===== src/rtl/uart_receiver.sv =====
// UART receive path: 2-flop synchroniser, 16x-oversampled frame FSM, and the
// byte/flag hand-off (start, 8 data bits MSB first, odd parity, stop).
module uart_receiver #(
   parameter int OVERSAMPLE = 16,
   parameter int CNT_W      = 4
) (
   input  logic       clk,
   input  logic       rst,
   input  logic       uart_tick,
   input  logic       rx,
   output logic [7:0] data,
   output logic       data_valid,
   output logic       parity_err,
   output logic       frame_err,
   output logic       busy
);

   typedef enum logic [2:0] {
      IDLE,
      START,
      DATA,
      PARITY,
      STOP,
      WAIT_IDLE
   } state_t;

   localparam logic [CNT_W-1:0] HALF_LAST = CNT_W'(OVERSAMPLE / 2 - 1);
   localparam logic [CNT_W-1:0] FULL_LAST = CNT_W'(OVERSAMPLE - 1);

   state_t           state, state_nxt;
   logic [CNT_W-1:0] cnt, cnt_nxt;
   logic [2:0]       bit_idx, idx_nxt;
   logic [7:0]       shreg, shreg_nxt;
   logic             par_bit, par_nxt;
   logic [7:0]       data_nxt;
   logic             perr_nxt, ferr_nxt, valid_nxt;
   logic             rx_m, rx_s;
   logic             bit_end;

   // Synchroniser resets to the idle-line level so reset never looks like a start bit.
   // NOTE: registers use non-blocking assignments so every flop samples pre-edge values.
   always_ff @(posedge clk or posedge rst) begin
      if (rst) begin
         rx_m <= 1'b1;
         rx_s <= 1'b1;
      end else begin
         rx_m <= rx;
         rx_s <= rx_m;
      end
   end

   always_ff @(posedge clk or posedge rst) begin
      if (rst) begin
         state      <= IDLE;
         cnt        <= '0;
         bit_idx    <= '0;
         shreg      <= '0;
         par_bit    <= 1'b0;
         data       <= '0;
         parity_err <= 1'b0;
         frame_err  <= 1'b0;
         data_valid <= 1'b0;
      end else begin
         state      <= state_nxt;
         cnt        <= cnt_nxt;
         bit_idx    <= idx_nxt;
         shreg      <= shreg_nxt;
         par_bit    <= par_nxt;
         data       <= data_nxt;
         parity_err <= perr_nxt;
         frame_err  <= ferr_nxt;
         data_valid <= valid_nxt;
      end
   end

   assign bit_end = (cnt == FULL_LAST);

   // NOTE: every output of this block gets a default first, so no path can infer a latch.
   always_comb begin
      state_nxt = state;
      cnt_nxt   = cnt;
      idx_nxt   = bit_idx;
      shreg_nxt = shreg;
      par_nxt   = par_bit;
      data_nxt  = data;
      perr_nxt  = parity_err;
      ferr_nxt  = frame_err;
      valid_nxt = 1'b0;

      if (uart_tick) begin
         case (state)
            IDLE: begin
               if (!rx_s) begin
                  state_nxt = START;
                  cnt_nxt   = '0;
               end
            end
            START: begin
               // Re-check the line at mid start bit; a high level here was a glitch.
               if (cnt == HALF_LAST) begin
                  cnt_nxt = '0;
                  idx_nxt = '0;
                  state_nxt = rx_s ? IDLE : DATA;
               end else begin
                  cnt_nxt = cnt + CNT_W'(1);
               end
            end
            DATA: begin
               cnt_nxt = bit_end ? '0 : cnt + CNT_W'(1);
               if (bit_end) begin
                  shreg_nxt = {shreg[6:0], rx_s};
                  idx_nxt   = bit_idx + 3'd1;
                  if (bit_idx == 3'd7) state_nxt = PARITY;
               end
            end
            PARITY: begin
               cnt_nxt = bit_end ? '0 : cnt + CNT_W'(1);
               if (bit_end) begin
                  par_nxt   = rx_s;
                  state_nxt = STOP;
               end
            end
            STOP: begin
               cnt_nxt = bit_end ? '0 : cnt + CNT_W'(1);
               if (bit_end) begin
                  data_nxt  = shreg;
                  perr_nxt  = ~(^shreg ^ par_bit);
                  ferr_nxt  = ~rx_s;
                  valid_nxt = 1'b1;
                  // A low stop bit may be a break; wait for the line to return high.
                  state_nxt = rx_s ? IDLE : WAIT_IDLE;
               end
            end
            WAIT_IDLE: begin
               if (rx_s) state_nxt = IDLE;
            end
            default: state_nxt = IDLE;
         endcase
      end
   end

   assign busy = (state != IDLE);

endmodule


===== config.mk =====
export PLATFORM = sky130hd
export DESIGN_NAME = uart_receiver
export DESIGN_NICKNAME = d
export VERILOG_FILES = /design/src/rtl/uart_receiver.sv
export SDC_FILE = /design/constraint.sdc
export NUM_CORES = 1
export LEC_CHECK = 0
export CAP_MARGIN = 25
export CORE_ASPECT_RATIO = 1.2
export CORE_MARGIN = 2
export CORE_UTILIZATION = 50
export DETAILED_ROUTE_END_ITERATION = 7
export PLACE_DENSITY = 0.75
export SLEW_MARGIN = 30
export SYNTH_ARGS = -nofsm -noshare
export SYNTH_HDL_FRONTEND = slang
export SYNTH_SLANG_ARGS = --single-unit

===== constraint.sdc =====
create_clock -name clk -period 1.8 [get_ports clk]
set_input_delay 0.54 -clock clk [delete_from_list [all_inputs] [get_ports clk]]
set_output_delay 0.54 -clock clk [all_outputs]
set_load 0.05 [all_outputs]

## Yosys cells after proc, flatten, opt, wreduce, memory -nomap -nowiden

Index checks and enable logic that the tools add are counted.

- Bits in registers: 32
- Input port bits: 4

- $add $sub $neg: 2
- Eq/ne operators: 15
- Reductions and logical operators: 12
- Bitwise logic cells: 3
- Mux-type cells: 20

Operators with widths:

| cell | number |
|---|---|
| two-way mux 3 bit | 10 |
| one-hot mux 3 bit (6 select lines) | 1 |
| inequality test 2 bit (second input constant) | 7 |
| two-way mux 4 bit | 3 |
| one-hot mux 4 bit (3 select lines) | 1 |
| AND reduction 3 bit | 4 |
| == test 3 bit (second input constant) | 3 |
| AND reduction 8 bit | 1 |
| XOR reduction 8 bit | 1 |
| == test 3 x 2 -> 1 bit (second input constant) | 2 |
| one-hot mux 3 bit (2 select lines) | 1 |
| nonzero test 3 bit | 2 |
| adder 4 x 1 -> 4 bit (second input constant) | 1 |
| == test 4 x 3 -> 1 bit (second input constant) | 1 |
| == test 4 bit (second input constant) | 1 |
| AND reduction 4 bit | 1 |
| adder 3 x 1 -> 3 bit (second input constant) | 1 |
| == test 3 x 1 -> 1 bit (second input constant) | 1 |
| logical NOT 3 bit | 1 |
| two-way mux 1 bit | 3 |
| OR reduction 3 bit | 1 |
| two-way mux 2 bit | 1 |
| inverter 1 bit | 2 |
| nonzero test 2 bit | 1 |
| bitwise XOR 1 bit | 1 |

## Depth between registers and ports, before layout

Gate-level depths: netlist of run 1.

- Depth in word-level cells: 4
- Depth in mapped cells: 7

## Least setup slack after synthesis of run 1

No wires, ideal clock.

- Path kind: reg2reg
- Start point: reg state[1]
- End point: reg cnt[3]
- Setup time: 0.124 ns
- Slack: -0.218 ns
- Arrival: 1.894 ns
- Cell stages (with the launch flop): 7
- Path through: dfrtp_1 > clkbuf_1 > or3_1 > clkbuf_1 > o211ai_2 > a211oi_1 > a211o_1

- Longest elaborated chain between the ends: 4
- Elaborated cells on any way between the ends: 10
- Those cells by class: eq/ne (5); mux (1); reduce/logical (4)

RTL lines:

| item | RTL line | text |
|---|---|---|
| from (decl) | 30 | `state_t state, state_nxt;` |
| from (signal assigned) | 64 | `state <= state_nxt;` |
| == test 3 bit or == test 3 x 2 -> 1 bit (tied branches) | 91 | `case (state)` |
| OR reduction 3 bit (no line) | n/a |  |
| nonzero test 3 bit (no line) | n/a |  |
| AND reduction 3 bit (no line) | n/a |  |
| to (signal assigned) | 65 | `cnt <= cnt_nxt;` |
| to (decl) | 31 | `logic [CNT_W-1:0] cnt, cnt_nxt;` |

Parallel ways exist; a longest one is shown, timed or not.
A chain may end at the register's enable or synchronous reset.

## Worst setup path after layout of run 1

- Start point: reg state[0]
- End point: out busy

- Longest elaborated chain between the ends: 1

RTL lines:

| item | RTL line | text |
|---|---|---|
| nonzero test 3 bit | 142 | `assign busy = (state != IDLE);` |
| to (decl) | 15 | `output logic busy` |

No other way between the ends.

==> results.tsv, run 1 <==
metric	value	unit
maxClockFrequency	0.537	GHz
dr.pass1.iters	4	
cts_tree	built	
start_kind	register	
layout-drive-gt1-share	45.8	%
drc_errors	0	
place_congestion	0.842	
power_density	993	nW/um2
worstSetupEndpointType	primary output	
drtIter0Drc	19	
clock-root-buffer	clkbuf_4	
routed_wl	3300	um
setup_viol	2	
grt_max_degree	17	
port_buffers	15	
syn_nets	131	
ys.flop_type	dfrtp_1	
path_class	register to primary output	
final_common_cell	buf_4	
maxSlewHeadroom	75.7	%
ioPinCount	16	
power.leakage	0.00101	uW
die_w	54.4	um
vdd_drop_max	895	uV
via_per_inst	5.62	
yosysTopAreaCell	dfrtp_1	
violations	setup timing	
die_h	64.5	um
period_needed	1.86	ns
dp_hpwl	1980	um
avgSynthCellArea	12.3	um2
ys_types	37	
setup_ws	-0.0607	ns
post_drt_wl_per_cell	16.5	um
netlist_area	1520	um2
ff_latch_area	805	um2
dieArea	3510	um2
core_area	2840	um2
synth_top_area_share	49.3	%
syn_inst	124	
rsz0062_at_grt	true	
htreeDepth	2	
tns	-0.0625	ns
grt_pass1_vias	1131	
rows	21	
start_util	53.7	%
worstPathRequired	1.26	ns
antenna_found_initial	0	
overflow	0	
outcome	finished, violations left	
finalNetCount	172	
clkLatencyLatePin	0.35	ns
fin_crit_sh	103	%
worstHoldPathType	register to register	
whs	0.364	ns
dp_slack	-0.449	ns
multi_input_area	731	um2
utilization	72.0	%
fill_cells	211	
yosys-top-cells-area	dfrtp_1 49%, mux2_2 9.6%, mux2_4 4.9%	
report.final.slew_viol_count	0	
async_flop_share	100	%
critPathMaxFanout	2	
tightest_slew	0.365	ns
cts_buffers	5	
ys_ff_latch	32	
cts_max_path_buffers	2	
synth_edf_count	0	
cts.sinks	32	
route.antenna.remaining_nets	0	
finalPower	2030	uW
area_growth	34.0	%
grt_usage	22.4	%
dr_total_vias	1124	
layout_common_cells	30 x buf_4, 29 x dfrtp_1, 12 x mux2_2, 9 x nand2_1, 7 x o21ai_0	
cp.arrival	1.32	ns
hold_violations	0	
ys_seq_area_share	52.7	%
drv_cap	0	
r2r_slack	0	ns
yosysWarnings	0	
holdBufCountCts	0	
clk_pin_slew	0.11	ns
grt_pass1_wl	5510	um
num_antenna_cells	0	
clock_skew	0.0166	ns
==> cell usage after synthesis, drive strengths merged, types with 4 or more instances <==
library cell and number:
xnor2 5, nand3 4, o21ai 9, mux2 18, clkbuf 5, a22o 4, nand2 9, dfrtp 30
==> metal layers <==
metal	track usage, %	wire length, um	up-vias
met5	0	0	-
met4	10.3	51	0
met3	5.76	99	5
met2	34.9	1710	16
met1	28.7	1440	572
li1	-	-	531
==> stage by stage <==
stage | area [um2] | instances
3_5_place_dp | 1840 | 181
3_3_place_gp | 1840 | 181
6_report | 2040 | 200
4_1_cts | 1990 | 196
2_1_floorplan | 1550 | 124
5_1_grt | 2040 | 200
==> power breakdown <==
part           switching (uW)  total, uW  internal, uW  leakage (uW)
clock                     278        432           153     0.0000274
sequential               83.0        865           782      0.000432
combinational             366        730           365      0.000547
==> state kept, by name (all words and copies together) (netlist names) <==
register	cells
frame_err	1
bit_idx	3
state	3
parity_err	1
data	8
rx_s	1
par_bit	1
cnt	4
rx_m	1
shreg	8
data_valid	1
==> timing repair <==
action	4_1_cts	5_1_grt
gates resized for setup	10	6
setup buffers	5	4
gates cloned	2	0
pin swaps	3	3
endpoints found under the setup margin	12	11
==> worst paths after layout <==
| check | start | to | cells after the start |
|---|---|---|---|
| max | state[0] | busy | 2 |
| min | rx_m | rx_s | 0 |
| max reg2reg | state[0] | cnt[3] | 6 |
| min reg2reg | rx_m | rx_s | 0 |
| max in group asynchronous | rst | rx_m | 3 |
| min in group asynchronous | rst | state[0] | 2 |
==> kinds of logic after synthesis <==
family | synth area share (%)
compound gates | 10.7
xor+xnor | 4.93
fa+ha+maj | 2.46
buf+inv | 3.37
flops | 52.7
mux | 14.5
simple gates | 11.3
==> area by class of cell <==
cell class              count  share of cell area (%)
flip-flops and latches     32                    39.4
multi-input cells          81                    35.8
repair buffers             42                    19.2
well taps                  34                    2.08
clock buffers               5                    1.84
clock inverters             3                    1.16
inverters                   3                   0.551
==> critical path, cell delays in order, from the launching register on <==
cell and delay (ns):
dfrtp_1 0.40, or3_4 0.41, buf_8 0.16
Power figures use the tool's default switching activity.
==> run 2: changes to the inputs <==
ABC_CLOCK_PERIOD_IN_PS = 1800   (was not set)
REMOVE_ABC_BUFFERS = 1   (was not set)
==> run 2 against run 1 <==
Against the previous run: the flow still finishes with violations (setup timing); register-to-register slack improved by 0.03 ns; clock skew down 0.010 ns; routed wire length down 8.4%; first-iteration DRC count down 32%; final area decreased by 1.9%; worst hold slack worse by 0.0022 ns; via count shrank 2.1%; power grew 1.7%; largest power group unchanged; clock power increased by 24%; sequential share of layout area rose by 0.76 points.
==> results.tsv, run 2 (synthesis results as in run 1) <==
metric	value	unit
power_density	1030	nW/um2
final_common_cell	buf_4	
multi_input_area	718	um2
cts_buffers	5	
overflow	0	
finalPower	2060	uW
grt_usage	21.2	%
core_area	2840	um2
routed_wl	3020	um
post_drt_wl_per_cell	15.3	um
dp_hpwl	1900	um
rr_endpoint	data[1]	
r2r-start	cnt[1]	
layout-drive-gt1-share	44.5	%
maxSlewHeadroom	70.6	%
fin_crit_sh	103	%
layout_common_cells	30 x buf_4, 29 x dfrtp_1, 13 x mux2_2, 9 x nand2_1	
die_w	54.4	um
tightest_slew	0.438	ns
rsz0062_at_grt	true	
dr_total_vias	1100	
report.final.slew_viol_count	0	
grt_pass1_vias	1180	
period_needed	1.86	ns
drv_cap	0	
worstHoldPathType	register to register	
dieArea	3510	um2
worstSetupEndpointType	primary output	
reg2reg_depth	5	
path_class	register to primary output	
r2r_slack	0.03	ns
start_util	53.7	%
holdBufCountCts	0	
critPathMaxStageDelay	0.42	ns
port_buffers	15	
clkLatencyLatePin	0.34	ns
drc_errors	0	
power.leakage	0.00100	uW
path_cells	or3_4, buf_8	
antenna_found_initial	0	
setup_ws	-0.0550	ns
clk_pin_slew	0.10	ns
start_kind	register	
ff_latch_area	805	um2
violations	setup timing	
worstPathRequired	1.26	ns
rows	21	
crit_buf_inv	1	
place_congestion	0.824	
htreeDepth	2	
whs_endpoint	rx_s	
cts_max_path_buffers	2	
route.antenna.remaining_nets	0	
via_per_inst	5.56	
holdCritStartpoint	rx_m	
maxClockFrequency	0.539	GHz
hold_violations	0	
grt_max_degree	33	
cts.sinks	32	
hold_depth	0	
fill_cells	206	
num_antenna_cells	0	
dp_slack	-0.460	ns
area_growth	31.4	%
setup_viol	1	
drtIter0Drc	13	
critPathMaxFanout	2	
crit_slowest_cell	or3_4	
die_h	64.5	um
cp.arrival	1.32	ns
vdd_drop_max	948	uV
outcome	finished, violations left	
clock-root-buffer	clkbuf_4	
dr.pass1.iters	4	
finalNetCount	170	
largest_registers	data: 8 flops, shreg: 8 flops, cnt: 4 flops	
ioPinCount	16	
cp_top_family	simple AND/OR/NAND/NOR gates	
grt_pass1_wl	5250	um
clock_skew	0.00641	ns
cts_tree	built	
-- run 2: cell types whose count changed in the layout (fill, tap and decap cells not counted), sizes merged --
cell and delta:
clkinvlp -2, buf -2, bufinv +1, clkbuf +1
-- run 2: power breakdown --
| part | switching (uW) | total (uW) | internal (uW) |
|---|---|---|---|
| logic | 341 | 668 | 327 |
| clock network | 247 | 537 | 291 |
| registers | 74.4 | 857 | 782 |
-- run 2: worst max path at each step --
stage | slack, ns | cells past startpoint | end | from
after floorplan | -0.51 | 4 | shreg[0] | cnt[0]
after CTS | -0.05 | 2 | busy | state[1]
after detailed placement | -0.46 | 5 | data[1] | uart_tick
after global placement | -0.42 | 5 | data[7] | uart_tick
final | -0.06 | 2 | busy | state[1]
after global routing | -0.08 | 2 | busy | state[1]
-- run 2: timing repair --
action	4_1_cts	5_1_grt
endpoints found under the setup margin	17	21
pin swaps	1	1
gates resized for setup	8	8
cloned	1	1
buffers inserted	5	5
-- run 2: through the flow --
stage	cells	setup TNS [ns]	area, um2	hold WS, ns	utilization, %
floorplan	116	-5.84	1480	0.345	-
global placement	178	-7.89	1780	0.346	62.8
detailed placement	178	-8.57	1780	0.349	62.8
CTS	192	-0.0473	1920	0.364	67.8
global route	198	-0.137	2000	0.372	70.6
finish	198	-0.0550	2000	0.362	70.6
-- run 2: cell type report --
| class | count | share of cell area [%] |
|---|---|---|
| clock buffer | 6 | 2.06 |
| clock inverter | 2 | 1.75 |
| inverter | 3 | 0.562 |
| multi-input combinational | 81 | 35.9 |
| sequential | 32 | 40.2 |
| tap | 34 | 2.12 |
| timing repair buffer | 40 | 17.5 |
-- run 2: layer usage --
| metal | track usage (%) | vias to the layer above | wire, um |
|---|---|---|---|
| met5 | 0 | - | 0 |
| met1 | 25.6 | 528 | 1230 |
| li1 | - | 532 | - |
| met2 | 32.4 | 27 | 1570 |
| met4 | 10.9 | 0 | 91 |
| met3 | 7.83 | 13 | 135 |
==> run 3: changes to the inputs <==
SKIP_CTS_REPAIR_TIMING = 1   (was not set)
==> run 3 against run 2 <==
Against the previous run: the run still ends with setup timing left; routed wire length increased by 1.6%; final area increased by 0.37%; clock-buffer cell count unchanged; combinational power decreased by 1%; core utilization increased by 0.26 points; via count increased by 2.5%; power decreased by 0.39%; critical path depth unchanged; sequential cell count unchanged; clock skew about the same; global-route usage decreased by 1.1 points; critical path type unchanged.
==> results.tsv, run 3 (synthesis results as in run 1) <==
metric	value	unit
outcome	finished, violations left	
violations	setup timing	
cp.arrival	1.34	ns
critPathMaxFanout	3	
htreeDepth	2	
setup_ws	-0.0795	ns
route.antenna.remaining_nets	0	
r2r_slack	0.06	ns
hold_violations	0	
crit_slowest_cell	dfrtp_2	
dr_total_vias	1127	
path_class	register to primary output	
dp_slack	-0.460	ns
maxClockFrequency	0.532	GHz
finalNetCount	171	
start_util	53.7	%
crit_buf_inv	1	
largest_registers	data: 8 flops, shreg: 8 flops, cnt: 4 flops	
maxSlewHeadroom	68.2	%
report.final.slew_viol_count	0	
dr.pass1.iters	4	
startpoint	state[1]	
drtIter0Drc	27	
grt_usage	20.1	%
tns	-0.0795	ns
clock_skew	0.00624	ns
tightest_slew	0.473	ns
worstSetupEndpointType	primary output	
antenna_found_initial	0	
layout-drive-gt1-share	44.8	%
fin_cells	199	
via_per_inst	5.66	
fin_crit_sh	104	%
cts_buffers	5	
cts_max_path_buffers	2	
whs	0.361	ns
rr_endpoint	data[1]	
utilization	70.9	%
post_drt_wl_per_cell	15.4	um
reg2reg_depth	5	
r2r-start	cnt[1]	
holdCritStartpoint	rx_m	
power_density	1020	nW/um2
die_h	64.5	um
place_congestion	0.824	
clkLatencyLatePin	0.33	ns
hold_depth	0	
final_common_cell	buf_4	
period_needed	1.88	ns
path_cells	or3_4, buf_6	
dieArea	3510	um2
core_area	2840	um2
rows	21	
area_growth	31.9	%
worstHoldPathType	register to register	
routed_wl	3070	um
overflow	0	
vdd_drop_max	805	uV
grt_pass1_vias	1120	
ioPinCount	16	
power.leakage	0.00102	uW
place_inst	178	
cts.sinks	32	
rsz0062_at_grt	true	
critPathMaxStageDelay	0.43	ns
clock-root-buffer	clkbuf_4	
port_buffers	15	
worstPathRequired	1.26	ns
drc_errors	0	
start_kind	register	
whs_endpoint	rx_s	
clk_pin_slew	0.10	ns
grt_pass1_wl	5000	um
cp_top_family	flip-flops	
grt_max_degree	33	
die_w	54.4	um
cts_tree	built	
num_antenna_cells	0	
drv_cap	0	
dp_hpwl	1900	um
layout_common_cells	32 x buf_4, 28 x dfrtp_1, 13 x mux2_2, 9 x nand2_1, 6 x o21ai_0	
setup_viol	1	
==> run 3: cell count changes in the layout (fill, tap and decap cells not counted), sizes merged <==
cell	before	now
buf	37	38
dlygate4sd2	1	0
dlymetal6s2s	0	1
==> run 3: report_power, final <==
group	switching (uW)	total (uW)	leakage, uW	internal [uW]
Sequential	80.1	864	0.000431	784
Combinational	342	658	0.000542	316
Clock	241	532	0.0000422	291
==> run 3: worst max path at each step <==
| stage | to | cells past startpoint |
|---|---|---|
| CTS | busy | 2 |
| finish | busy | 2 |
| floorplan | shreg[0] | 4 |
| detailed placement | data[1] | 5 |
| global route | busy | 2 |
| global placement | data[7] | 5 |
==> run 3: layer usage <==
layer	vias up	share of wire, %	GRT usage [%]
met5	-	0	0
met4	0	2.8	9.38
met3	10	4.8	7.14
met2	41	50	30.4
met1	548	42	25.1
li1	528	-	-
==> run 3: stage by stage <==
step	power [uW]	area, um2
floorplan	1180	1480
global placement	1330	1780
detailed placement	1350	1780
CTS	1890	1860
global route	2180	2010
finish	2050	2010
==> run 3: layout make-up <==
type | count | area [um2]
repair buffers | 41 | 360
multi-input cells | 81 | 714
clock inverters | 2 | 35.0
clock buffers | 6 | 41.3
fillers | 203 | 827
well taps | 34 | 42.5
flip-flops and latches | 32 | 806
inverters | 3 | 11.3
